<file path="config.mk">
export PLATFORM = sky130hd
export DESIGN_NAME = toy_bus_age_arb_lock_n
export DESIGN_NICKNAME = d
export VERILOG_FILES = /design/src/rtl/toy_bus_pkg.sv /design/src/rtl/toy_bus_cmn_age_mtx_n.sv /design/src/rtl/toy_bus_age_arb_lock_n.sv
export SDC_FILE = /design/constraint.sdc
export NUM_CORES = 1
export LEC_CHECK = 0
export CAP_MARGIN = 20
export CORE_MARGIN = 4
export CORE_UTILIZATION = 28
export CTS_BUF_LIST = sky130_fd_sc_hd__clkbuf_8
export DETAILED_ROUTE_END_ITERATION = 7
export GPL_TIMING_DRIVEN = 1
export PLACE_DENSITY = 0.95
export REMOVE_ABC_BUFFERS = 1
export SLEW_MARGIN = 20
export SYNTH_ARGS = -nofsm -noshare
export SYNTH_HDL_FRONTEND = slang
export SYNTH_SLANG_ARGS = --single-unit
export TNS_END_PERCENT = 100
</file>
<file path="constraint.sdc">
create_clock -name clk -period 2.77 [get_ports clk]
set_clock_uncertainty 0.1 [all_clocks]
set_input_delay 0.554 -clock clk [delete_from_list [all_inputs] [get_ports clk]]
set_output_delay 0.554 -clock clk [all_outputs]
set_load 0.1 [all_outputs]
</file>
<file path="src/rtl/toy_bus_pkg.sv">
// Shared ToyBus definitions: payload width defaults, arbiter lock-FSM states and age-matrix reset order.
package toy_bus_pkg;

  localparam int TOY_OPC_W  = 1;
  localparam int TOY_DATA_W = 32;
  localparam int TOY_ID_W   = 4;

  typedef enum logic {
    ST_IDLE   = 1'b0,
    ST_LOCKED = 1'b1
  } arb_state_e;

  // Reset priority: lower index is older, so age[row][col] = 1 when col < row.
  function automatic logic age_reset_bit(int row, int col);
    return (col < row);
  endfunction

endpackage

</file>
<file path="src/rtl/toy_bus_cmn_age_mtx_n.sv">
// NUM_IN x NUM_IN age matrix; age_row[i*NUM_IN+j]=1 means channel j beats channel i.
// A pulse on update_en[g] makes g the youngest channel (row g set, column g cleared).
module toy_bus_cmn_age_mtx_n
  import toy_bus_pkg::*;
#(
  parameter int NUM_IN = 4
) (
  input  logic                       clk,
  input  logic                       rst_n,
  input  logic [NUM_IN-1:0]          update_en,
  output logic [NUM_IN*NUM_IN-1:0]   age_row
);

  genvar gi, gj;
  generate
    for (gi = 0; gi < NUM_IN; gi++) begin : g_row
      for (gj = 0; gj < NUM_IN; gj++) begin : g_col
        if (gi == gj) begin : g_diag
          assign age_row[gi*NUM_IN+gj] = 1'b0;
        end else begin : g_cell
          logic age_reg;
          always_ff @(posedge clk or negedge rst_n) begin
            if (!rst_n) begin
              age_reg <= age_reset_bit(gi, gj);
            end else if (update_en[gi]) begin
              age_reg <= 1'b1;
            end else if (update_en[gj]) begin
              age_reg <= 1'b0;
            end
          end
          assign age_row[gi*NUM_IN+gj] = age_reg;
        end
      end
    end
  endgenerate

endmodule

</file>
<file path="src/rtl/toy_bus_age_arb_lock_n.sv">
// Least-recently-granted ToyBus arbiter with multi-beat packet lock and grant hold under back-pressure.
// Define TOY_BUS_ARB_OUT_SLICE_EN to insert a 2-entry registered skid slice on out0_*.
module toy_bus_age_arb_lock_n
  import toy_bus_pkg::*;
#(
  parameter int NUM_IN = 4,
  parameter int OPC_W  = TOY_OPC_W,
  parameter int DATA_W = TOY_DATA_W,
  parameter int ID_W   = TOY_ID_W
) (
  input  logic                       clk,
  input  logic                       rst_n,
  input  logic [NUM_IN-1:0]          in_vld,
  output logic [NUM_IN-1:0]          in_rdy,
  input  logic [NUM_IN-1:0]          in_last,
  input  logic [NUM_IN*OPC_W-1:0]    in_opcode,
  input  logic [NUM_IN*DATA_W-1:0]   in_data,
  input  logic [NUM_IN*ID_W-1:0]     in_src_id,
  input  logic [NUM_IN*ID_W-1:0]     in_tgt_id,
  output logic                       out0_vld,
  input  logic                       out0_rdy,
  output logic                       out0_last,
  output logic [OPC_W-1:0]           out0_opcode,
  output logic [DATA_W-1:0]          out0_data,
  output logic [ID_W-1:0]            out0_src_id,
  output logic [ID_W-1:0]            out0_tgt_id,
  output logic [NUM_IN-1:0]          out_gnt
);

  arb_state_e                 state_reg;
  logic [NUM_IN-1:0]          gnt_reg;
  logic [NUM_IN*NUM_IN-1:0]   age_row;
  logic [NUM_IN-1:0]          sel;
  logic [NUM_IN-1:0]          gnt;
  logic [NUM_IN-1:0]          update_en;
  logic                       down_rdy;
  logic                       fire;
  logic                       stall;
  logic                       mux_vld;
  logic                       mux_last;
  logic [OPC_W-1:0]           mux_opc;
  logic [DATA_W-1:0]          mux_data;
  logic [ID_W-1:0]            mux_src;
  logic [ID_W-1:0]            mux_tgt;

  toy_bus_cmn_age_mtx_n #(.NUM_IN(NUM_IN)) u_age (
    .clk       (clk),
    .rst_n     (rst_n),
    .update_en (update_en),
    .age_row   (age_row)
  );

  // A valid channel wins when no valid channel beats it.
  genvar gi;
  generate
    for (gi = 0; gi < NUM_IN; gi++) begin : g_sel
      assign sel[gi] = in_vld[gi] & ~|(age_row[gi*NUM_IN +: NUM_IN] & in_vld);
    end
  endgenerate

  assign gnt     = (state_reg == ST_LOCKED) ? gnt_reg : sel;
  assign out_gnt = gnt;

  always_comb begin
    mux_vld  = 1'b0;
    mux_last = 1'b0;
    mux_opc  = '0;
    mux_data = '0;
    mux_src  = '0;
    mux_tgt  = '0;
    for (int i = 0; i < NUM_IN; i++) begin
      mux_vld  = mux_vld  | (in_vld[i]  & gnt[i]);
      mux_last = mux_last | (in_last[i] & gnt[i]);
      mux_opc  = mux_opc  | (in_opcode[i*OPC_W +: OPC_W]   & {OPC_W{gnt[i]}});
      mux_data = mux_data | (in_data[i*DATA_W +: DATA_W]   & {DATA_W{gnt[i]}});
      mux_src  = mux_src  | (in_src_id[i*ID_W +: ID_W]     & {ID_W{gnt[i]}});
      mux_tgt  = mux_tgt  | (in_tgt_id[i*ID_W +: ID_W]     & {ID_W{gnt[i]}});
    end
  end

  // fire/stall refer to the handshake right after the mux (slice input when the slice exists).
  assign fire      = mux_vld & down_rdy;
  assign stall     = mux_vld & ~down_rdy;
  assign in_rdy    = gnt & {NUM_IN{down_rdy}};
  assign update_en = gnt & {NUM_IN{fire & mux_last}};

  always_ff @(posedge clk or negedge rst_n) begin
    if (!rst_n) begin
      state_reg <= ST_IDLE;
      gnt_reg   <= '0;
    end else begin
      case (state_reg)
        ST_IDLE: begin
          if ((fire && !mux_last) || stall) begin
            state_reg <= ST_LOCKED;
            gnt_reg   <= sel;
          end
        end
        ST_LOCKED: begin
          if (fire && mux_last) begin
            state_reg <= ST_IDLE;
            gnt_reg   <= '0;
          end
        end
        default: begin
          state_reg <= ST_IDLE;
          gnt_reg   <= '0;
        end
      endcase
    end
  end

`ifdef TOY_BUS_ARB_OUT_SLICE_EN
  localparam int PW = 1 + OPC_W + DATA_W + 2*ID_W;

  logic          main_vld_reg;
  logic          skid_vld_reg;
  logic [PW-1:0] main_pay_reg;
  logic [PW-1:0] skid_pay_reg;
  logic [PW-1:0] mux_pay;

  assign mux_pay  = {mux_last, mux_opc, mux_data, mux_src, mux_tgt};
  assign down_rdy = ~skid_vld_reg;

  // Skid entry only fills when the output stalls; it drains first, so beat order is kept.
  always_ff @(posedge clk or negedge rst_n) begin
    if (!rst_n) begin
      main_vld_reg <= 1'b0;
      skid_vld_reg <= 1'b0;
      main_pay_reg <= '0;
      skid_pay_reg <= '0;
    end else if (!main_vld_reg || out0_rdy) begin
      if (skid_vld_reg) begin
        main_pay_reg <= skid_pay_reg;
        main_vld_reg <= 1'b1;
        skid_vld_reg <= 1'b0;
      end else if (fire) begin
        main_pay_reg <= mux_pay;
        main_vld_reg <= 1'b1;
      end else begin
        main_vld_reg <= 1'b0;
      end
    end else if (fire) begin
      skid_pay_reg <= mux_pay;
      skid_vld_reg <= 1'b1;
    end
  end

  assign out0_vld = main_vld_reg;
  assign {out0_last, out0_opcode, out0_data, out0_src_id, out0_tgt_id} = main_pay_reg;
`else
  assign down_rdy    = out0_rdy;
  assign out0_vld    = mux_vld;
  assign out0_last   = mux_last;
  assign out0_opcode = mux_opc;
  assign out0_data   = mux_data;
  assign out0_src_id = mux_src;
  assign out0_tgt_id = mux_tgt;
`endif

endmodule

</file>
==> results.yml, run 1 <==
flow_run:
  drv_cap: 0
logic_synthesis:
  synthFlopType: "dfrtp_1"
  synth_fa_ha_area_share_pct: 0
  yosys.area.top_type_share_pct: 36.7
  synth-compound-area-share_pct: 50.9
  synthTopCellsByArea: "a22oi_1 37%, dfrtp_1 16%, nand2_1 10%"
  synth_top_family_by_area: "compound AO/OA/AOI/OAI gates"
  synth_seq_area_share_pct: 24.6
  netlist_instances: 227
  muxShareOfSynthArea_pct: 0
  synth_warnings: 0
  avgSynthCellArea_um2: 7.76
  synth_area_leader_cell: "a22oi_1"
  synthMostInstantiatedCell: "a22oi_1"
  synth-seq-cells: 17
  synth-edff-count: 0
  async_reset_ff_share_pct: 100
  synthSimpleGateAreaFrac_pct: 17.1
  synthXorXnorAreaFrac_pct: 0
  syn-cell-area_mm2: 0.00176
  yosysUniqueCellTypes: 24
  synth_common_cells: "86 x a22oi_1, 47 x nand2_1, 20 x buf_2"
setup_path:
  crit_path_start: "in_vld[3]"
  critPathCaptureType: "primary output"
  required_ns: 2.12
  r2r_start: "state_reg$_DFF_PN0_"
  cp-endpoint: "out0_data[19]"
  crit_arrival_ns: 2.09
  slowest_stage: "a32o_2"
  rrSetupSlack_ns: 0.28
  crit_path_max_fanout: 7
  critPathBufInv: 5
  slowest_delay_ns: 0.31
  startpoint_type: "input port"
  critPathTopFamily: "buffers and inverters"
  rr_worst_depth: 9
  rr_endpoint: "u_age.g_row[0].g_col[2].g_cell.age_reg$_DFFE_PN0P_"
  cp.depth: 9
  crit_type: "in2out"
  crit_chain: "buf_2 > buf_6 > nor2b_4 > a32o_2 > buf_6 > buf_12 > a22oi_2 > nand2_2 > buf_12"
placed_design:
  dp_hpwl_um: 10500
  port-buffer-count: 225
  gp_congestion: 0.962
  post-place-ws_ns: -0.380
grt:
  grt_pass1_wl_um: 19000
  overflow: 0
  grt_max_degree: 34
  grtUsageTotal_pct: 32.9
  grt_pass1_vias: 3398
  antenna_found_initial: 0
sta:
  worstMarginPinSlew_ns: 0.750
  slew_headroom_pct: 49.9
  timing.final.ws_setup_ns: 0.0279
  hold_slack_ns: 0.388
  finalHoldViolCount: 0
  max_freq_ghz: 0.365
  period_share_pct: 99.0
  setup_viol: 0
  rsz0062_at_grt: "no"
  fin_crit_ns: 2.74
  finalMaxSlewViolations: 0
floorplanning:
  pin_count: 226
  core-area_mm2: 0.00603
  dieArea_mm2: 0.00762
  start_util_pct: 29.2
  fp-row-count: 28
  die_y_um: 87.3
  die_w_um: 87.3
detailed_routing:
  drt-total-wl_um: 13200
  drc: 0
  drtIter0Drc: 336
  routed_wire_length_per_instance_um: 24.2
  num_vias: 3188
  detailedRoute.firstPassIterationCount: 6
  vias_per_cell: 5.86
  ant_nets: 0
status:
  outcome: "finished, final reports clean"
clock_tree:
  cts_max_level: 1
  tritoncts: "yes"
  clkLatencyLatePin_ns: 0.25
  cts_made_buffers: 3
  root_buffer: "clkbuf_8"
  cts_buffer_depth: 2
  cts.sinks: 17
  holdBufCountCts: 0
  clkTransAtPathRegs_ns: 0.06
layout:
  drive_gt1_share_pct: 28.6
  post-route-util_pct: 83.8
  antenna_cells: 0
  largest_reg_flops: 12
  multi_input_area_mm2: 0.00132
  seq_area_um2: 434
  layout.nets: 645
  fill_cells: 305
  syn2layout_area_growth_pct: 187
hold_path:
  hold_class: "reg2reg"
worst min path at each step:
stage,startpoint,slack [ns],cells after the start,endpoint
floorplan,rst_n,0.16,0,gnt_reg[0]$_DFFE_PN0P_
global placement,u_age.g_row[1].g_col[3].g_cell.age_reg$_DFFE_PN0P_,0.37,1,u_age.g_row[1].g_col[3].g_cell.age_reg$_DFFE_PN0P_
detailed placement,u_age.g_row[2].g_col[3].g_cell.age_reg$_DFFE_PN0P_,0.37,1,u_age.g_row[2].g_col[3].g_cell.age_reg$_DFFE_PN0P_
CTS,u_age.g_row[2].g_col[3].g_cell.age_reg$_DFFE_PN0P_,0.39,1,u_age.g_row[2].g_col[3].g_cell.age_reg$_DFFE_PN0P_
global route,u_age.g_row[0].g_col[3].g_cell.age_reg$_DFFE_PN0P_,0.42,1,u_age.g_row[0].g_col[3].g_cell.age_reg$_DFFE_PN0P_
finish,u_age.g_row[2].g_col[3].g_cell.age_reg$_DFFE_PN0P_,0.39,1,u_age.g_row[2].g_col[3].g_cell.age_reg$_DFFE_PN0P_
area by class of cell:
cell class | instances | share of cell area (%)
timing repair buffer | 260 | 62.2
clock inverter | 1 | 0.0743
inverter | 5 | 0.372
sequential | 17 | 8.60
clock buffer | 3 | 0.817
multi-input combinational | 183 | 26.0
tap | 75 | 1.86
layer usage:
layer	vias up	part of all wire (%)	track usage, %
met2	228	52	59.7
met3	34	8.8	7.76
met4	0	2.8	8.37
met1	1549	36	38.5
met5	-	0	0
li1	1377	-	-
what timing repair did:
action / 4_1_cts / 5_1_grt
pin swaps: 10 / 7
endpoints found under the hold margin: 0 / 0
setup buffers: 4 / 1
cloned: 2 / 0
endpoints found under the setup margin: 49 / 45
gates resized for setup: 39 / 10
layout by cell type, fill, tap and decap left out, types with 3 or more instances in the layout:
cell type and n:
a21o_1 12, a22oi_1 69, a22oi_2 19, a32o_2 4, and2_1 4, and3_1 4, buf_12 58, buf_4 23
buf_6 3, clkbuf_2 3, clkbuf_8 3, clkdlybuf4s50_1 170, dfrtp_1 10, dfstp_2 6, inv_1 6, nand2_1 39
nand2_2 8, nand3_1 8, nor2b_1 3, o2bb2ai_1 4
through the flow:
stage	area [µm²]	cells	TNS [ns]
after global routing	5050	544	0
after CTS	5030	543	-0.0238
final	5050	544	0
after detailed placement	4800	533	-13.82
after global placement	4800	533	-9.22
after floorplan	1650	205	-77.43
cells by family after synthesis:
group | count (synthesis)
AOI/OAI and AO/OA | 114
buffers and inverters | 27
and+or+nand+nor | 69
DFF | 17
Power of run 1 is left out: the tool's default activity adds up to more than one toggle a clock period on the data nets, which glitch-free logic cannot reach.
==> inputs of run 2 (changes only) <==
Settings changed: CAP_MARGIN 20 to unset.
==> results of run 2 <==
No change in the layout: final DEF, timing and power equal those of run 1.
Power of run 2 is left out for the same reason.
==> inputs of run 3 (changes only) <==
Settings changed: CORE_AREA set to 2 2 88 90, CORE_MARGIN 4 to unset, CORE_UTILIZATION 28 to unset, DIE_AREA set to 0 0 90 92, PLACE_DENSITY 0.95 to 0.88.
==> run 3 against run 2 <==
- die area up 8.7%
- the run now ends with negative setup slack left
- fmax down 1.3%
- cell area fell by 3.2%
==> results.yml, run 3 (synthesis results as in run 1) <==
floorplanning:
  core-area_mm2: 0.00745
  die_w_um: 90
  dieArea_mm2: 0.00828
  pin_count: 226
  fp-row-count: 32
  start_util_pct: 23.6
  die_y_um: 92
setup_path:
  slowest_delay_ns: 0.34
  rr_endpoint: "u_age.g_row[0].g_col[2].g_cell.age_reg$_DFFE_PN0P_"
  crit_chain: "dlygate4sd2_1 > nor2b_1 > a32o_2 > buf_12 > a22oi_1 > nand2_1 > buf_12"
  rrSetupSlack_ns: 0.46
  rr_worst_depth: 8
  critPathTopFamily: "buffers and inverters"
  slowest_stage: "a32o_2"
  required_ns: 2.12
  critPathCaptureType: "primary output"
  startpoint_type: "input port"
  r2r_start: "state_reg$_DFF_PN0_"
  crit_path_max_fanout: 23
  path_common_cell: "buf_12"
  crit_arrival_ns: 2.12
  crit_type: "in2out"
  critPathBufInv: 3
sta:
  finalHoldViolCount: 0
  period_share_pct: 100
  setup_viol: 1
  timing.final.ws_setup_ns: -0.00689
  fin_setup_tns_ns: -0.00689
  fin_crit_ns: 2.78
  slew_headroom_pct: 50.8
  worstMarginPinSlew_ns: 0.735
  rsz0062_at_grt: "yes"
  max_freq_ghz: 0.360
  finalMaxSlewViolations: 0
clock_tree:
  tritoncts: "yes"
  root_buffer: "clkbuf_8"
  clkTransAtPathRegs_ns: 0.07
  clkLatencyLatePin_ns: 0.26
  cts_max_level: 1
  cts_made_buffers: 3
  holdBufCountCts: 0
  cts_buffer_depth: 2
  cts.sinks: 17
layout:
  layout.cells.non_filler: 551
  fill_cells: 589
  multi_input_area_mm2: 0.00129
  post-route-util_pct: 65.6
  seq_area_um2: 433
  layout.nets: 625
  antenna_cells: 0
  mostFrequentLayoutCell: "clkdlybuf4s50_1"
  syn2layout_area_growth_pct: 178
  largest_reg_flops: 12
  final_cell_mix: "170 x clkdlybuf4s50_1, 70 x a22oi_1, 59 x buf_12"
  drive_gt1_share_pct: 22.7
placed_design:
  gp_congestion: 0.940
  port-buffer-count: 225
  placedCellCount: 547
  dp_hpwl_um: 9050
  post-place-ws_ns: -0.279
hold_path:
  hold_end: "u_age.g_row[2].g_col[3].g_cell.age_reg$_DFFE_PN0P_"
  hold_path_depth: 1
  hp-start: "u_age.g_row[2].g_col[3].g_cell.age_reg$_DFFE_PN0P_"
  hold_class: "reg2reg"
detailed_routing:
  detailedRoute.firstPassIterationCount: 5
  num_vias: 2875
  ant_nets: 0
  vias_per_cell: 5.22
  routed_wire_length_per_instance_um: 19.4
  drc: 0
  drt-total-wl_um: 10700
  drtIter0Drc: 144
grt:
  overflow: 0
  grtUsageTotal_pct: 24.3
  antenna_found_initial: 1
  grt_max_degree: 27
  grt_pass1_wl_um: 15900
  grt_pass1_vias: 3040
status:
  violations: "negative setup slack"
  outcome: "finished, violations left"
flow_run:
  drv_cap: 0
[run 3: changes by cell type in the layout (fill, tap and decap cells not counted), sizes merged]
| cell | delta |
|---|---|
| clkbuf | -3 |
| clkinvlp | +1 |
| inv | -1 |
| dlygate4sd2 | +3 |
| clkdlybuf4s15 | +1 |
| buf | -21 |
[run 3: per-stage QoR]
step	hold slack, ns	cell area, µm²
floorplan	0.158	1650
global placement	0.371	4760
detailed placement	0.368	4760
CTS	0.386	4810
global route	0.405	4890
finish	0.386	4890
[run 3: per-layer routing]
layer	vias up	wire length, µm	part of all wire [%]	GRT usage [%]
li1	1333	-	-	-
met1	1344	4150	39	30.1
met2	172	5400	51	43.5
met3	24	872	8.2	4.52
met4	2	257	2.4	6.41
met5	-	11	0.10	0
[run 3: worst reg2reg max path: cells and delay by family, from the launching register on]
family	cells	cell delay, ns
buffers and inverters	2	0.34
and+or+nand+nor	2	0.42
DFF	1	0.51
AOI/OAI and AO/OA	4	0.84
[run 3: layout make-up]
type | instances | area share [%]
clock inverter | 1 | 0.154
multi-input combinational | 183 | 26.3
clock buffer | 3 | 0.845
timing repair buffer | 240 | 60.8
sequential | 17 | 8.86
tap | 102 | 2.61
inverter | 5 | 0.384
[run 3: repair_timing]
item                       in CTS  in global routing
setup buffers                   0                  0
pin swaps                       1                  5
gates cloned                    0                  0
gates resized for setup         7                 16
hold endpoints to repair        0                  0
setup endpoints to repair      46                 19
[run 3: how the worst max path moves through the flow]
stage / start / cells past startpoint / slack, ns / endpoint
after floorplan: in_vld[1] / 4 / -1.38 / out0_last
after global placement: in_vld[0] / 7 / -0.28 / out0_data[19]
after detailed placement: in_vld[0] / 7 / -0.28 / out0_data[19]
after CTS: in_vld[3] / 7 / 0.04 / out0_data[11]
after global routing: in_vld[3] / 7 / -0.02 / out0_data[22]
final: in_vld[3] / 7 / -0.007 / out0_data[22]
Power of run 3 is left out for the same reason.
